==> config.mk <==
export PLATFORM = sky130hd
export DESIGN_NAME = pagerank_iter_ctrl
export DESIGN_NICKNAME = d
export VERILOG_FILES = /design/src/rtl/pagerank_pkg.sv /design/src/rtl/pagerank_delta_max.sv /design/src/rtl/pagerank_iter_ctrl.sv
export SDC_FILE = /design/constraint.sdc
export NUM_CORES = 1
export LEC_CHECK = 0
export BUFFER_PORTS_ARGS = -buffer_cell sky130_fd_sc_hd__buf_2
export CAP_MARGIN = 10
export CORE_ASPECT_RATIO = 0.5
export CORE_MARGIN = 3
export CORE_UTILIZATION = 39
export DETAILED_ROUTE_END_ITERATION = 8
export PLACE_DENSITY = 0.74
export SYNTH_ARGS = -nofsm -noshare
export SYNTH_HDL_FRONTEND = slang
export SYNTH_SLANG_ARGS = --single-unit
==> constraint.sdc <==
create_clock -name clk -period 1.59 [get_ports clk]
set_input_delay 0.0795 -clock clk [delete_from_list [all_inputs] [get_ports clk]]
set_output_delay 0.0795 -clock clk [all_outputs]
set_load 0.01 [all_outputs]
==> src/rtl/pagerank_pkg.sv <==
// ============================================================================
//  Module      : pagerank_pkg
//  Description : Shared types and fixed-point constants for the PageRank
//                node-update sequencer and its helpers.
//                  - state_t   : sequencer state encoding
//                  - C_BASE    : 1.0 in Q0.16 (17 bits wide)
//                  - C_D       : damping factor d (~0.15)
//                  - C_DN      : d/N for the default N=4
//                  - C_DB      : BASE-d, scale applied to each neighbour term
//                  - sat_inc8  : saturating 8-bit increment
//  Revision    : 1.0 - initial release
// ============================================================================
`default_nettype none

package pagerank_pkg;

    typedef enum logic [2:0] {
        IDLE   = 3'd0,
        CLR    = 3'd1,
        ACC    = 3'd2,
        WR     = 3'd3,
        END_IT = 3'd4,
        DONE   = 3'd5
    } state_t;

    localparam logic [16:0] C_BASE      = 17'h10000;
    localparam logic [15:0] C_D         = 16'h2666;
    localparam int          C_N_DEFAULT = 4;
    localparam logic [15:0] C_DN        = C_D / 16'(C_N_DEFAULT);
    localparam logic [15:0] C_DB        = 16'(C_BASE - {1'b0, C_D});

    // Iteration counter helper: sticks at 255 instead of wrapping.
    function automatic logic [7:0] sat_inc8(input logic [7:0] v);
        return (v == 8'hFF) ? v : v + 8'd1;
    endfunction

endpackage

`default_nettype wire

==> src/rtl/pagerank_delta_max.sv <==
// ============================================================================
//  Module      : pagerank_delta_max
//  Description : Absolute difference of two unsigned values with a running
//                maximum. i_clr restarts the maximum at zero; i_en folds the
//                current |i_a - i_b| into it.
//  Ports       : clk, reset (async, active high)
//                i_clr, i_en        control
//                i_a, i_b [WIDTH]   operands
//                o_max   [WIDTH]    running maximum
//  Revision    : 1.0 - initial release
// ============================================================================
`default_nettype none

module pagerank_delta_max #(
    parameter int WIDTH = 16
) (
    input  logic             clk,
    input  logic             reset,
    input  logic             i_clr,
    input  logic             i_en,
    input  logic [WIDTH-1:0] i_a,
    input  logic [WIDTH-1:0] i_b,
    output logic [WIDTH-1:0] o_max
);

    logic [WIDTH-1:0] w_diff;
    logic [WIDTH-1:0] r_max;

    assign w_diff = (i_a >= i_b) ? (i_a - i_b) : (i_b - i_a);
    assign o_max  = r_max;

    always_ff @(posedge clk or posedge reset) begin
        if (reset) begin
            r_max <= '0;
        end else if (i_clr) begin
            r_max <= '0;
        end else if (i_en && (w_diff > r_max)) begin
            r_max <= w_diff;
        end
    end

endmodule

`default_nettype wire

==> src/rtl/pagerank_iter_ctrl.sv <==
// ============================================================================
//  Module      : pagerank_iter_ctrl
//  Description : Sequencer for the PageRank node-update datapath. Walks every
//                page (CLR, one ACC per column, WR) on a shared MAC, repeats
//                for up to MAX_ITER iterations and reports via done.
//                Optional macro PAGERANK_CONVERGE_EN adds early stop when the
//                largest per-node change of an iteration is below EPS.
//  Ports       : clk, reset (async, active high), start
//                adj_row [N]      adjacency row of page row_idx
//                acc_val, old_val datapath values, sampled in WR
//                busy, done, row_idx, col_idx, mac_clr, mac_en, wr_en,
//                iter_count [8], converged
//  Revision    : 1.0 - initial release
// ============================================================================
`default_nettype none

module pagerank_iter_ctrl
    import pagerank_pkg::*;
#(
    parameter int               N        = 4,
    parameter int               IDX_W    = 2,
    parameter int               WIDTH    = 16,
    parameter int               MAX_ITER = 32,
    parameter logic [WIDTH-1:0] EPS      = 16'h0010
) (
    input  logic             clk,
    input  logic             reset,
    input  logic             start,
    input  logic [N-1:0]     adj_row,
    input  logic [WIDTH-1:0] acc_val,
    input  logic [WIDTH-1:0] old_val,
    output logic             busy,
    output logic             done,
    output logic [IDX_W-1:0] row_idx,
    output logic [IDX_W-1:0] col_idx,
    output logic             mac_clr,
    output logic             mac_en,
    output logic             wr_en,
    output logic [7:0]       iter_count,
    output logic             converged
);

    state_t           r_state;
    logic [IDX_W-1:0] w_col_nxt;
    logic             w_last_col;
    logic             w_last_row;
    logic             w_last_iter;
    logic             w_early_stop;

    assign w_col_nxt   = col_idx + IDX_W'(1);
    assign w_last_col  = (col_idx == IDX_W'(N - 1));
    assign w_last_row  = (row_idx == IDX_W'(N - 1));
    assign w_last_iter = (iter_count == 8'(MAX_ITER - 1));

`ifdef PAGERANK_CONVERGE_EN
    logic [WIDTH-1:0] w_max_delta;
    logic             w_delta_clr;
    logic             w_delta_en;

    // The maximum restarts whenever a new iteration begins; END_IT reads the
    // finished value in the same cycle the clear is applied.
    assign w_delta_clr = ((r_state == IDLE) && start) || (r_state == END_IT);
    assign w_delta_en  = (r_state == WR);

    pagerank_delta_max #(
        .WIDTH (WIDTH)
    ) u_delta_max (
        .clk   (clk),
        .reset (reset),
        .i_clr (w_delta_clr),
        .i_en  (w_delta_en),
        .i_a   (acc_val),
        .i_b   (old_val),
        .o_max (w_max_delta)
    );

    assign w_early_stop = (w_max_delta < EPS);
`else
    // Datapath values only matter for the convergence check.
    logic w_unused;
    assign w_unused     = ^{acc_val, old_val, EPS};
    assign w_early_stop = 1'b0;
`endif

    // Every output is registered: the value an output takes in a state is
    // loaded on the edge that enters that state. Node writes land before the
    // following CLR, so later rows in the same iteration see updated values.
    always_ff @(posedge clk or posedge reset) begin
        if (reset) begin
            r_state    <= IDLE;
            busy       <= 1'b0;
            done       <= 1'b0;
            row_idx    <= '0;
            col_idx    <= '0;
            mac_clr    <= 1'b0;
            mac_en     <= 1'b0;
            wr_en      <= 1'b0;
            iter_count <= 8'd0;
            converged  <= 1'b0;
        end else begin
            mac_clr <= 1'b0;
            mac_en  <= 1'b0;
            wr_en   <= 1'b0;
            done    <= 1'b0;
            case (r_state)
                IDLE: begin
                    if (start) begin
                        iter_count <= 8'd0;
                        converged  <= 1'b0;
                        row_idx    <= '0;
                        col_idx    <= '0;
                        busy       <= 1'b1;
                        mac_clr    <= 1'b1;
                        r_state    <= CLR;
                    end
                end
                CLR: begin
                    col_idx <= '0;
                    mac_en  <= adj_row[0];
                    r_state <= ACC;
                end
                ACC: begin
                    if (w_last_col) begin
                        wr_en   <= 1'b1;
                        r_state <= WR;
                    end else begin
                        col_idx <= w_col_nxt;
                        mac_en  <= adj_row[w_col_nxt];
                    end
                end
                WR: begin
                    col_idx <= '0;
                    if (w_last_row) begin
                        // END_IT is a bubble with busy low and indices cleared.
                        busy    <= 1'b0;
                        row_idx <= '0;
                        r_state <= END_IT;
                    end else begin
                        row_idx <= row_idx + IDX_W'(1);
                        mac_clr <= 1'b1;
                        r_state <= CLR;
                    end
                end
                END_IT: begin
                    iter_count <= sat_inc8(iter_count);
                    row_idx    <= '0;
                    if (w_last_iter || w_early_stop) begin
                        converged <= w_early_stop;
                        done      <= 1'b1;
                        r_state   <= DONE;
                    end else begin
                        busy    <= 1'b1;
                        mac_clr <= 1'b1;
                        r_state <= CLR;
                    end
                end
                DONE: begin
                    r_state <= IDLE;
                end
                default: begin
                    r_state <= IDLE;
                end
            endcase
        end
    end

endmodule

`default_nettype wire
==> results.md <==
* Status: finished with violations
* Failing checks: setup timing
* Setup tns final at -0.154 ns
* Reg clk slew, reported paths at 0.07 ns
* Routed Antenna Nets at 0
* Crit Path Class: reg2reg
* Post-synth EDFFs at 0
* R2R Setup Slk at -0.08 ns
* Hold Slack at between 0.1 and 0.15 ns
* Final count of hold timing violations at 0
* Layout cells sized above 1 at between 30% and 40%
* Netlist cell types at 41
* Power after layout at 942 µW
* R2r endpoint: busy
* Vias at about 960
* First-pass GRT wire length at 4.29 mm
* Count of input and output buffers at 23
* Skew final at 0.0100 ns
* Hold EP: mac_en
* Final Wtd Congestion at 0.774
* Mapped Avg Cell Area at 9.67 µm²
* Antenna diodes at 0
* Die Ht at 42.9 µm
* Most used DFF post-synth: dfrtp_1
* DR vias/cell at 5.15
* Cells on Worst Hold Path at 3
* Maxcap violations at 0
* H-tree Lvls at 1
* WL final at 2.55 mm
* Worst setup EP type: flip-flop
* Num ports at 57
* Worst Path Max Fanout at 3
* Worst Reg-to-Reg Cells at 4
* DP HPWL at 1.73 mm
* Post-synthesis cell count at 110
* Nets at 194
* Slew Limit Fails at 0
* Final core utilization at about three fifths
* Remaining routing DRC violations at 0
* Mapped Nets at between 150 and 200
* RSZ-0062 raised after global routing: true
* Critical R2R Launch: r_state[1]
* Clk_lat worst skew at 0.26 ns
* Synthesis-to-finish area growth at 35.2%
* Die ar. at around 0.0034 mm²
* Synth Register Bits at 20
* Vias in the first global route at 898
* Hold WC Path Type: in2reg
* Startpoint types: flip-flop
* CTS Buffer Depth at 2
* Sequential area share after synthesis at 47.1%
* HP Start: adj_row[0]
* Routed len/inst at 13.7 µm
* Max VDD drop at 0.336 mV
* Commonest non-fill, non-tap cell in the layout: buf_2
* Initial Utilization at 44.3%
* Clock Sinks at 20
* Core area at 0.00240 mm²
* Fin crit share at 105%
* Leading cell types in the layout, fill and taps excluded: buf_2, dfrtp_1, buf_4
* Asr flop ratio synth at 100%
* Largest net degree at the start of global routing at 21
* Num CTS Buffers at 3
* DRT Pass-1 Iters at 4
* Req. time, crit path at 1.74 ns
* Row count at 12
* Critical Path AT at 1.82 ns
* Fmax at 599 MHz
* Initial antenna violation count at 0
* Total track usage at 16.4%
* CTS tree: built
* First DRT Iteration DRCs at 49
* Synth warn at 0
* Final worst slack at -0.0791 ns
* Die width at 79.9 µm
* Clock root cell: clkbuf_8
* Leak Pwr at 0.000695 µW
* Netlist Area Pre-Place at 0.00106 mm²
* Tmin final at between 1.5 and 2 ns
* Setup-failing EPs final at 2
* GR Overflow Total at 0
* PwrDens at 655 mW/mm²
==> cells in the mapped netlist, types with 3 or more instances <==
master | count | area [µm²]
ha_1 | 3 | 37.5
o21ai_0 | 6 | 30.0
nor2_1 | 10 | 37.5
inv_1 | 5 | 18.8
nand3_1 | 3 | 15.0
a21oi_1 | 7 | 35.0
nor3b_1 | 3 | 22.5
nand2_1 | 10 | 37.5
o31ai_1 | 5 | 37.5
dfrtp_1 | 20 | 500
==> report_power, final <==
group	total [µW]	internal [µW]	switching, µW
logic	37.4	16.5	20.9
clock network	393	221	173
registers	511	510	1.33
total	942	747	195
==> area by class of cell <==
class                      instances  area [µm²]
multi-input combinational         80         556
fill                             208         965
tap                               35        43.8
timing repair buffer              42         264
inverter                           5        18.8
sequential                        20         500
clock buffer                       4        55.1
==> worst max-delay path, stage by stage, from the launching register on <==
cell and delay [ns]:
dfrtp_1 0.40, or4b_4 0.53, or4_4 0.47, nand2_4 0.10, nand2_1 0.05
==> flip-flops by register name (all words and copies together), names as in the netlist, 2 cells and up <==
signal,flops
col_idx,2
iter_count,8
r_state,3
row_idx,2
==> metrics by stage <==
| stage | worst slack (ns) | cells | cell area (µm²) |
|---|---|---|---|
| finish | -0.0791 | 186 | 1440 |
| global route | -0.119 | 186 | 1440 |
| CTS | -0.0518 | 186 | 1410 |
| detailed placement | -0.0508 | 180 | 1330 |
| global placement | -0.0291 | 180 | 1330 |
| floorplan | -0.00366 | 110 | 1070 |
==> kinds of logic after synthesis <==
kind of cell	Yosys count	synth area share (%)
other	1	0.353
buffers and inverters	10	4.00
XOR/XNOR	2	1.65
AO/OA/AOI/OAI	25	14.6
multiplexers	3	4.12
adder cells (fa/ha/maj)	3	3.53
flip-flops	20	47.1
AND/OR/NAND/NOR	46	24.7
==> metal layers <==
layer	up-vias	GRT usage (%)	part of all wire, %
li1	485	-	-
met1	444	21.1	47
met2	23	26.9	47
met3	5	4.66	4.5
met4	0	5.05	1.2
met5	-	0	0
==> worst max-delay path by stage <==
stage,cells after the start,startpoint,end,slack [ns]
detailed placement,4,r_state[0],mac_clr,-0.05
global route,4,r_state[0],busy,-0.12
finish,4,r_state[1],busy,-0.08
global placement,4,r_state[0],mac_clr,-0.03
CTS,4,r_state[0],mac_clr,-0.05
floorplan,4,iter_count[6],mac_clr,-0.004
==> what timing repair did <==
item | 4_1_cts | 5_1_grt
hold buffers | 1 | 0
hold endpoints to repair | 20 | 0
resized for setup | 2 | 6
cloned | 0 | 0
setup endpoints to repair | 7 | 10
buffers inserted | 1 | 0
pin swaps | 1 | 1
Note: power is estimated with default switching activity, not from simulation.
